`src/rtl/sync_fifo_if.sv`:
```
// sync_fifo_if: producer/consumer handshake bundle for sync_fifo.
//   data_in, w_en, r_en : requests and write data toward the FIFO
//   data_out            : registered read data
//   count, full, empty  : occupancy and status flags
//   master modport = producer/consumer side, slave modport = FIFO side
interface sync_fifo_if #(
   parameter int FIFO_data_size = 3,
   parameter int FIFO_addr_size = 2
);
   logic [FIFO_data_size-1:0] data_in;
   logic                      w_en;
   logic                      r_en;
   logic [FIFO_data_size-1:0] data_out;
   logic [FIFO_addr_size:0]   count;
   logic                      full;
   logic                      empty;
   modport master (output data_in, w_en, r_en, input data_out, count, full, empty);
   modport slave  (input data_in, w_en, r_en, output data_out, count, full, empty);
endinterface

```
`src/rtl/sync_fifo.sv`:
```
// sync_fifo: single-clock FIFO with occupancy count, full/empty flags and registered read data.
//   clk  : rising-edge clock
//   rst  : synchronous active-high reset (clears pointers, count, data_out; not the memory)
//   bus  : sync_fifo_if slave port (data_in, w_en, r_en in; data_out, count, full, empty out)
module sync_fifo #(
   parameter int FIFO_data_size = 3,
   parameter int FIFO_addr_size = 2
) (
   input logic        clk,
   input logic        rst,
   sync_fifo_if.slave bus
);
   localparam logic [FIFO_addr_size:0] DEPTH = {1'b1, {FIFO_addr_size{1'b0}}};
   logic [FIFO_data_size-1:0] mem [DEPTH];
   logic [FIFO_addr_size-1:0] wptr, rptr;
   logic [FIFO_addr_size:0]   cnt;
   logic [FIFO_data_size-1:0] dout;
   logic                      full, empty, wa, ra;
   // flags come straight from count so they track it with no extra delay
   assign full  = cnt == DEPTH;
   assign empty = cnt == '0;
   // requests are qualified against the pre-edge flags; rejected ones vanish silently
   assign wa = bus.w_en && !full;
   assign ra = bus.r_en && !empty;
   // storage is never reset; a reset-cycle write is still discarded
   always_ff @(posedge clk)
      if (!rst && wa) mem[wptr] <= bus.data_in;
   always_ff @(posedge clk) begin
      if (rst) begin
         wptr <= '0;
         rptr <= '0;
         cnt  <= '0;
         dout <= '0;
      end else begin
         if (wa) wptr <= wptr + 1'b1;
         if (ra) begin
            dout <= mem[rptr];
            rptr <= rptr + 1'b1;
         end
         cnt <= (wa && !ra) ? cnt + 1'b1 : (ra && !wa) ? cnt - 1'b1 : cnt;
      end
   end
   assign bus.data_out = dout;
   assign bus.count    = cnt;
   assign bus.full     = full;
   assign bus.empty    = empty;
endmodule

```
`src/flat_wrapper.sv`:
```
// flat-port wrapper written by rule: the top's interface ports become plain ports
module sync_fifo_flat 
#(
   parameter int FIFO_data_size = 3,
   parameter int FIFO_addr_size = 2
)
  (clk, rst, bus_data_in, bus_w_en, bus_r_en, bus_data_out, bus_count, bus_full, bus_empty);
  sync_fifo_if #(.FIFO_data_size(FIFO_data_size), .FIFO_addr_size(FIFO_addr_size)) bus_i ();
  input logic clk;
  input logic rst;
  input wire logic [$bits(bus_i.data_in)-1:0] bus_data_in;
  input wire logic [$bits(bus_i.w_en)-1:0] bus_w_en;
  input wire logic [$bits(bus_i.r_en)-1:0] bus_r_en;
  output wire logic [$bits(bus_i.data_out)-1:0] bus_data_out;
  output wire logic [$bits(bus_i.count)-1:0] bus_count;
  output wire logic [$bits(bus_i.full)-1:0] bus_full;
  output wire logic [$bits(bus_i.empty)-1:0] bus_empty;
  assign bus_i.data_in = bus_data_in;
  assign bus_i.w_en = bus_w_en;
  assign bus_i.r_en = bus_r_en;
  assign bus_data_out = bus_i.data_out;
  assign bus_count = bus_i.count;
  assign bus_full = bus_i.full;
  assign bus_empty = bus_i.empty;
  sync_fifo #(.FIFO_data_size(FIFO_data_size), .FIFO_addr_size(FIFO_addr_size)) u_core (.clk(clk), .rst(rst), .bus(bus_i));
endmodule
```
`config.mk`:
```
export PLATFORM = sky130hd
export DESIGN_NAME = sync_fifo_flat
export DESIGN_NICKNAME = d
export VERILOG_FILES = /design/src/rtl/sync_fifo_if.sv /design/src/rtl/sync_fifo.sv /design/src/flat_wrapper.sv
export SDC_FILE = /design/constraint.sdc
export NUM_CORES = 1
export LEC_CHECK = 0
export CORE_MARGIN = 4
export CORE_UTILIZATION = 51
export DETAILED_ROUTE_END_ITERATION = 7
export PLACE_DENSITY = 0.78
export SLEW_MARGIN = 20
export SYNTH_ARGS = -nofsm -noshare
export SYNTH_HDL_FRONTEND = slang
export SYNTH_SLANG_ARGS = --single-unit
```
`constraint.sdc`:
```
create_clock -name clk -period 2.87 [get_ports clk]
set_input_delay 0.574 -clock clk [delete_from_list [all_inputs] [get_ports clk]]
set_output_delay 0.574 -clock clk [all_outputs]
set_load 0.005 [all_outputs]
```
==> results of run 1 <==
## synthesized netlist by cell type (all sizes together)
cell type	n	area share, %
edfxtp	12	37
dfxtp	10	21
nor2	8	3.1
ha	5	6.4
and2	4	2.6
inv	4	1.5
mux2i	4	4.1
xor2	4	3.6
a21oi	3	1.5
mux4	3	6.9
o21ai	3	1.5
nor3	2	1.0
or3	2	1.3
buf	1	0.51
clkbuf	1	0.39
fa	1	2.1
nand3b	1	0.77
nor3b	1	1.9
o311ai	1	0.90
o31ai	1	2.2
## sequential cells by signal, summed over array words and instances (netlist names)
| signal | cells |
|---|---|
| u_core.mem | 12 |
| u_core.bus.count | 3 |
| u_core.bus.data_out | 3 |
| u_core.rptr | 2 |
| u_core.wptr | 2 |
## per-layer routing
metal | global-route usage (%) | up-vias
met4 | 7.86 | 0
li1 | - | 286
met5 | 0 | -
met2 | 23.7 | 10
met3 | 4.30 | 4
met1 | 15.2 | 264
## cell type report
type                    count  share of cell area, %
clock buffers               4                   2.26
inverters                   4                   1.29
flip-flops and latches     22                   48.2
repair buffers             14                   12.1
well taps                  25                   2.69
multi-input cells          43                   33.5
## power by group
part           switching, mW  internal, mW  total, mW
Clock                 0.0833        0.0542      0.137
Combinational          0.116         0.185      0.302
Sequential            0.0728         0.380      0.453
Total                  0.273         0.620      0.893
## through the flow
step                cells  total power [mW]  hold slack [ns]  worst slack, ns
global route          112             0.963            0.577            0.416
CTS                   112             0.903            0.519            0.559
global placement      108             0.752            0.482            0.365
finish                112             0.893            0.513            0.590
floorplan              71             0.640            0.487            0.783
detailed placement    108             0.763            0.493            0.320
## how the worst max path moves through the flow
stage	startpoint	end	slack, ns
floorplan	u_core.bus.count[0]$_SDFFE_PP0P_	u_core.bus.count[2]$_SDFFE_PP0P_	0.78
global placement	bus_w_en	u_core.bus.count[2]$_SDFFE_PP0P_	0.37
detailed placement	bus_w_en	u_core.bus.count[2]$_SDFFE_PP0P_	0.32
CTS	u_core.bus.count[2]$_SDFFE_PP0P_	bus_full	0.56
global route	u_core.bus.count[0]$_SDFFE_PP0P_	u_core.bus.count[2]$_SDFFE_PP0P_	0.42
finish	u_core.bus.count[2]$_SDFFE_PP0P_	bus_full	0.59
## worst min-delay path, cell delays in order (launching register included)
cell	delay, ns
dfxtp_1	0.35
mux2i_1	0.07
nor2_1	0.07
## kinds of logic after synthesis
logic type	count (synthesis)	synth area share, %
flip-flops	22	57.6
AND/OR/NAND/NOR	18	10.7
buffers and inverters	6	2.44
XOR/XNOR	4	3.60
multiplexers	7	11.1
adder cells (fa/ha/maj)	6	8.48
AO/OA/AOI/OAI	8	6.17
## cell usage in the layout (no fill, tap or decap)
cell and count:
nor3_1 2, nand3b_1 1, dfxtp_1 10, nor3b_4 1, xor2_1 4, ha_1 5, inv_1 4, clkdlybuf4s50_1 14
clkbuf_1 1, o21ai_0 3, edfxtp_1 12, o31ai_4 1, mux2i_1 4, clkbuf_4 3, and2_1 4, mux4_2 3
a21oi_1 3, o311ai_0 1, fa_1 1, nor2_1 8, or3_1 2
==> reports/results.tsv, run 1 <==
metric	value	unit
min_delay_worst_endpoint	u_core.bus.data_out[2]$_SDFFE_PP0P_	
drc	0	
cp_slowest_stage_delay	0.56	ns
die_area	0.00267	mm2
cts_resized	0	
worstPathMaxFanout	7	
htree_levels	1	
rows	15	
routed.top_layer	met4	
core	0.00176	mm2
grt_pass1_vias	611	
whs_path_depth	2	
die_w	51.7	um
startpoint_type	flop	
wl_met1	628	um
met3_length	40	um
min_from	u_core.bus.data_out[2]$_SDFFE_PP0P_	
cts_hold_buf	0	
first_pass_iters	3	
routed_via_density	5.04	
grt_pass1_wl	2.62	mm
post_cts_buffers	0	
critPathKind	reg2out	
final.setup_skew	0.00407	ns
antenna_left	0	
clkLatencyLatePin	0.30	ns
tightestPinTransition	0.426	ns
wl_per_cell	13.3	um
fillCellCount	148	
slew_violations	0	
met2_length	783	um
cts_buffers	3	
grt_overflow_total	0	
die_h	51.7	um
final_util	65.9	%
critical_path_depth	2	
rsz0062_at_grt	no	
place.gp.congestion	0.771	
seq_area	561	um2
crit_required	2.30	ns
antenna_found_initial	0	
syn_inst	71	
hold_class	reg2reg	
yosys_register_bits	22	
place_area	0.00114	mm2
finalSetupViolCount	0	
slew_headroom	71.5	%
syn-cell-area	973	um2
critPathTopFamily	buffers and inverters	
routed_wirelength	1.48	mm
p_leak	0.432	nW
ys_seq_area_share	57.6	%
syn-num-nets	84	
cp-end-kind	output port	
status	completed	
drive_gt1_share	9.20	%
max_freq	0.439	GHz
cts_tree	built	
nets	101	
final_area	0.00116	mm2
period_needed	2.28	ns
crit_chain	nor3b_4, clkdlybuf4s50_1	
avgSynthCellArea	13.7	um2
areaGrowthSynthToFinish	19.4	%
power_density	768	mW/mm2
clockBufferDepth	2	
portBuffers	14	
initial_core_util	55.2	%
vias	564	
synth_cell_types	20	
drtIter0Drc	7	
ir_drop	0.000518	V
cp_slowest_cell	clkdlybuf4s50_1	
path_buf_inv	1	
grt_max_degree	13	
grt_use_total	13.9	%
final-hold-violation-count	0	
ys_warn_count	0	
reg2reg_to	u_core.bus.count[2]$_SDFFE_PP0P_	
numClockSinks	22	
multi_input_area	389	um2
critical_path_arrival	1.71	ns
ios	15	
reg2regPathDepth	7	
fin_setup_tns	0	ns
clkSlewWorstSetupHoldPaths	0.11	ns
max-cap-violations	0	
cts_root_buf	clkbuf_4	
diodes	0	
r2r_start	u_core.bus.count[0]$_SDFFE_PP0P_	
rrSetupSlack	0.61	ns
period_share	79.4	%
(Power assumes the default switching activity.)
==> run 2: changes to the inputs <==
==> constraint.sdc (replaced) <==
create_clock -name clk -period 2.25 [get_ports clk]
set_input_delay 0.45 -clock clk [delete_from_list [all_inputs] [get_ports clk]]
set_output_delay 0.45 -clock clk [all_outputs]
set_load 0.005 [all_outputs]
==> run 2 against run 1 <==
Non-clock buffer count increased by 4. Worst setup slack got worse by 0.44 ns. Largest power group unchanged. Sequential share of layout area decreased by 2.0 points. Flip-flop and latch count did not move. Cell area rose by 4.5%. Highest routed layer unchanged. Register-to-register slack got worse by 0.45 ns. Sequential power rose by 28%.
==> reports/results.tsv, run 2 (synthesis gave the netlist of run 1 again) <==
metric	value	unit	change
place_ws	-0.125	ns	was 0.320 ns
path_buf_inv	1		unchanged
max-cap-violations	0		unchanged
initial_core_util	55.2	%	unchanged
final_common_cell	clkdlybuf4s50_1		unchanged
p_comb_share	32.6	%	was 33.8%
min_from	u_core.bus.data_out[2]$_SDFFE_PP0P_		unchanged
fin_setup_tns	0	ns	unchanged
antenna_left	0		unchanged
max_freq	0.477	GHz	
netSwitchingFraction	28.8	%	was 30.5%
critPathTopFamily	buffers and inverters		unchanged
fin_ws	0.155	ns	was 0.590 ns
critPathKind	reg2out		unchanged
reg2regPathDepth	8		was 7
p_clk_share	20.2	%	was 15.4%
rows	15		unchanged
slew_violations	0		unchanged
critical_path_arrival	1.65	ns	was 1.71 ns
grt_pass1_vias	558		was 611
wl_per_cell	13.3	um	unchanged
crit_required	1.80	ns	was 2.30 ns
htree_levels	1		unchanged
met2_length	856	um	was 783 um
cts_hold_buf	0		unchanged
grt_max_degree	14		was 13
core	0.00176	mm2	unchanged
whs_path_depth	2		unchanged
cts_tree	built		unchanged
wl_met1	578	um	was 628 um
startpoint_type	flop		unchanged
clockBufferDepth	2		unchanged
p_leak	0.463	nW	was 0.432 nW
routed.top_layer	met4		unchanged
cts_root_buf	clkbuf_4		unchanged
period_needed	2.10	ns	
status	completed		unchanged
rsz0062_at_grt	no		unchanged
first_pass_iters	4		was 3
p_sw	0.353	mW	was 0.273 mW
cp-end-kind	output port		unchanged
met3_length	65	um	was 40 um
grt_use_total	13.4	%	was 13.9%
grt_overflow_total	0		unchanged
place_area	0.00117	mm2	was 0.00114 mm2
clkLatencyLatePin	0.30	ns	about the same
final-hold-violation-count	0		unchanged
rrSetupSlack	0.16	ns	was 0.61 ns
hold_class	reg2reg		unchanged
diodes	0		unchanged
largest_reg_flops	12		unchanged
period_share	93.1	%	
final_cell_mix	14 x clkdlybuf4s50_1, 12 x edfxtp_1, 9 x dfxtp_1		was 14 x clkdlybuf4s50_1, 12 x edfxtp_1, 10 x dfxtp_1
portBuffers	14		unchanged
power_density	1010	mW/mm2	was 768 mW/mm2
dp_hpwl	1.26	mm	
tightestPinTransition	0.411	ns	was 0.426 ns
p_seq_share	47.2	%	was 50.8%
die_area	0.00267	mm2	unchanged
place.gp.congestion	0.722		was 0.771
areaGrowthSynthToFinish	24.8	%	was 19.4%
ir_drop	0.000612	V	was 0.000518 V
min_delay_worst_endpoint	u_core.bus.data_out[2]$_SDFFE_PP0P_		unchanged
drtIter0Drc	9		was 7
drive_gt1_share	15.4	%	was 9.20%
routed_via_density	5.26		was 5.04
internal-power	0.871	mW	was 0.620 mW
slew_headroom	72.6	%	was 71.5%
final_area	0.00121	mm2	was 0.00116 mm2
clkSlewWorstSetupHoldPaths	0.12	ns	was 0.11 ns
reg2reg_to	u_core.bus.count[2]$_SDFFE_PP0P_		unchanged
finalSetupViolCount	0		unchanged
largest-register	u_core.mem		unchanged
cp_slowest_cell	clkdlybuf4s50_1		unchanged
r2r_start	u_core.bus.count[0]$_SDFFE_PP0P_		unchanged
cp_slowest_stage_delay	0.56	ns	about the same
die_h	51.7	um	unchanged
final.setup_skew	0.00672	ns	was 0.00407 ns
vias	610		was 564
grt_pass1_wl	2.55	mm	was 2.62 mm
antenna_found_initial	0		unchanged
routed_wirelength	1.54	mm	was 1.48 mm
drc	0		unchanged
die_w	51.7	um	unchanged
ios	15		unchanged
cts_buffers	3		unchanged
worstPathMaxFanout	7		unchanged
crit_chain	nor3b_4, clkdlybuf4s50_1		unchanged
nets	105		was 101
numClockSinks	22		unchanged
fin_hold_ws	0.512	ns	was 0.513 ns
run 2: cell count changes in the layout (fill, tap and decap cells not counted), sizes merged:
cell	delta
buf	+4
run 2: power groups by stage:
stage / Clock, mW / Combinational [mW] / Sequential [mW]
detailed placement: 0 / 0.401 / 0.589
global route: 0.280 / 0.433 / 0.593
global placement: 0 / 0.386 / 0.583
finish: 0.248 / 0.399 / 0.578
floorplan: 0 / 0.257 / 0.559
CTS: 0.255 / 0.404 / 0.579
run 2: worst reg2reg max path, cell delays in order (launching register included):
cell and delay, ns:
dfxtp_1 0.59, nor3b_4 0.12, nor2_1 0.12, ha_1 0.18
inv_1 0.06, fa_1 0.37, xor2_1 0.16, or3_1 0.30
a21oi_1 0.14
run 2: per-layer routing:
layer | vias up | track usage, %
li1 | 297 | -
met1 | 295 | 15.9
met2 | 14 | 22.5
met3 | 4 | 2.87
met4 | 0 | 7.86
met5 | - | 0
run 2: layout make-up:
type,count,area [um2]
sequential,22,562
fill,146,549
multi-input combinational,43,389
tap,25,31.3
clock buffer,4,47.5
inverter,4,15.0
timing repair buffer,18,170
run 2: worst max path at each step:
stage                                     startpoint                               end  slack (ns)  cells after the start
floorplan           u_core.bus.count[0]$_SDFFE_PP0P_  u_core.bus.count[2]$_SDFFE_PP0P_        0.16                      7
global placement                            bus_w_en  u_core.bus.count[2]$_SDFFE_PP0P_       -0.05                      9
detailed placement                          bus_w_en  u_core.bus.count[2]$_SDFFE_PP0P_       -0.13                      9
CTS                 u_core.bus.count[2]$_SDFFE_PP0P_                          bus_full        0.09                      2
global route        u_core.bus.count[0]$_SDFFE_PP0P_                          bus_full        0.06                      2
finish              u_core.bus.count[0]$_SDFFE_PP0P_                          bus_full        0.15                      2
run 2: through the flow:
step	power, mW	std cells	util [%]
3_5_place_dp	0.990	112	66.1
2_1_floorplan	0.816	71	-
5_1_grt	1.31	116	68.9
6_report	1.22	116	68.9
3_3_place_gp	0.969	112	66.1
4_1_cts	1.24	116	68.8
run 2: timing repair:
action,in CTS,in global routing
buffers inserted,0,0
endpoints found under the setup margin,0,1
resized for setup,0,1
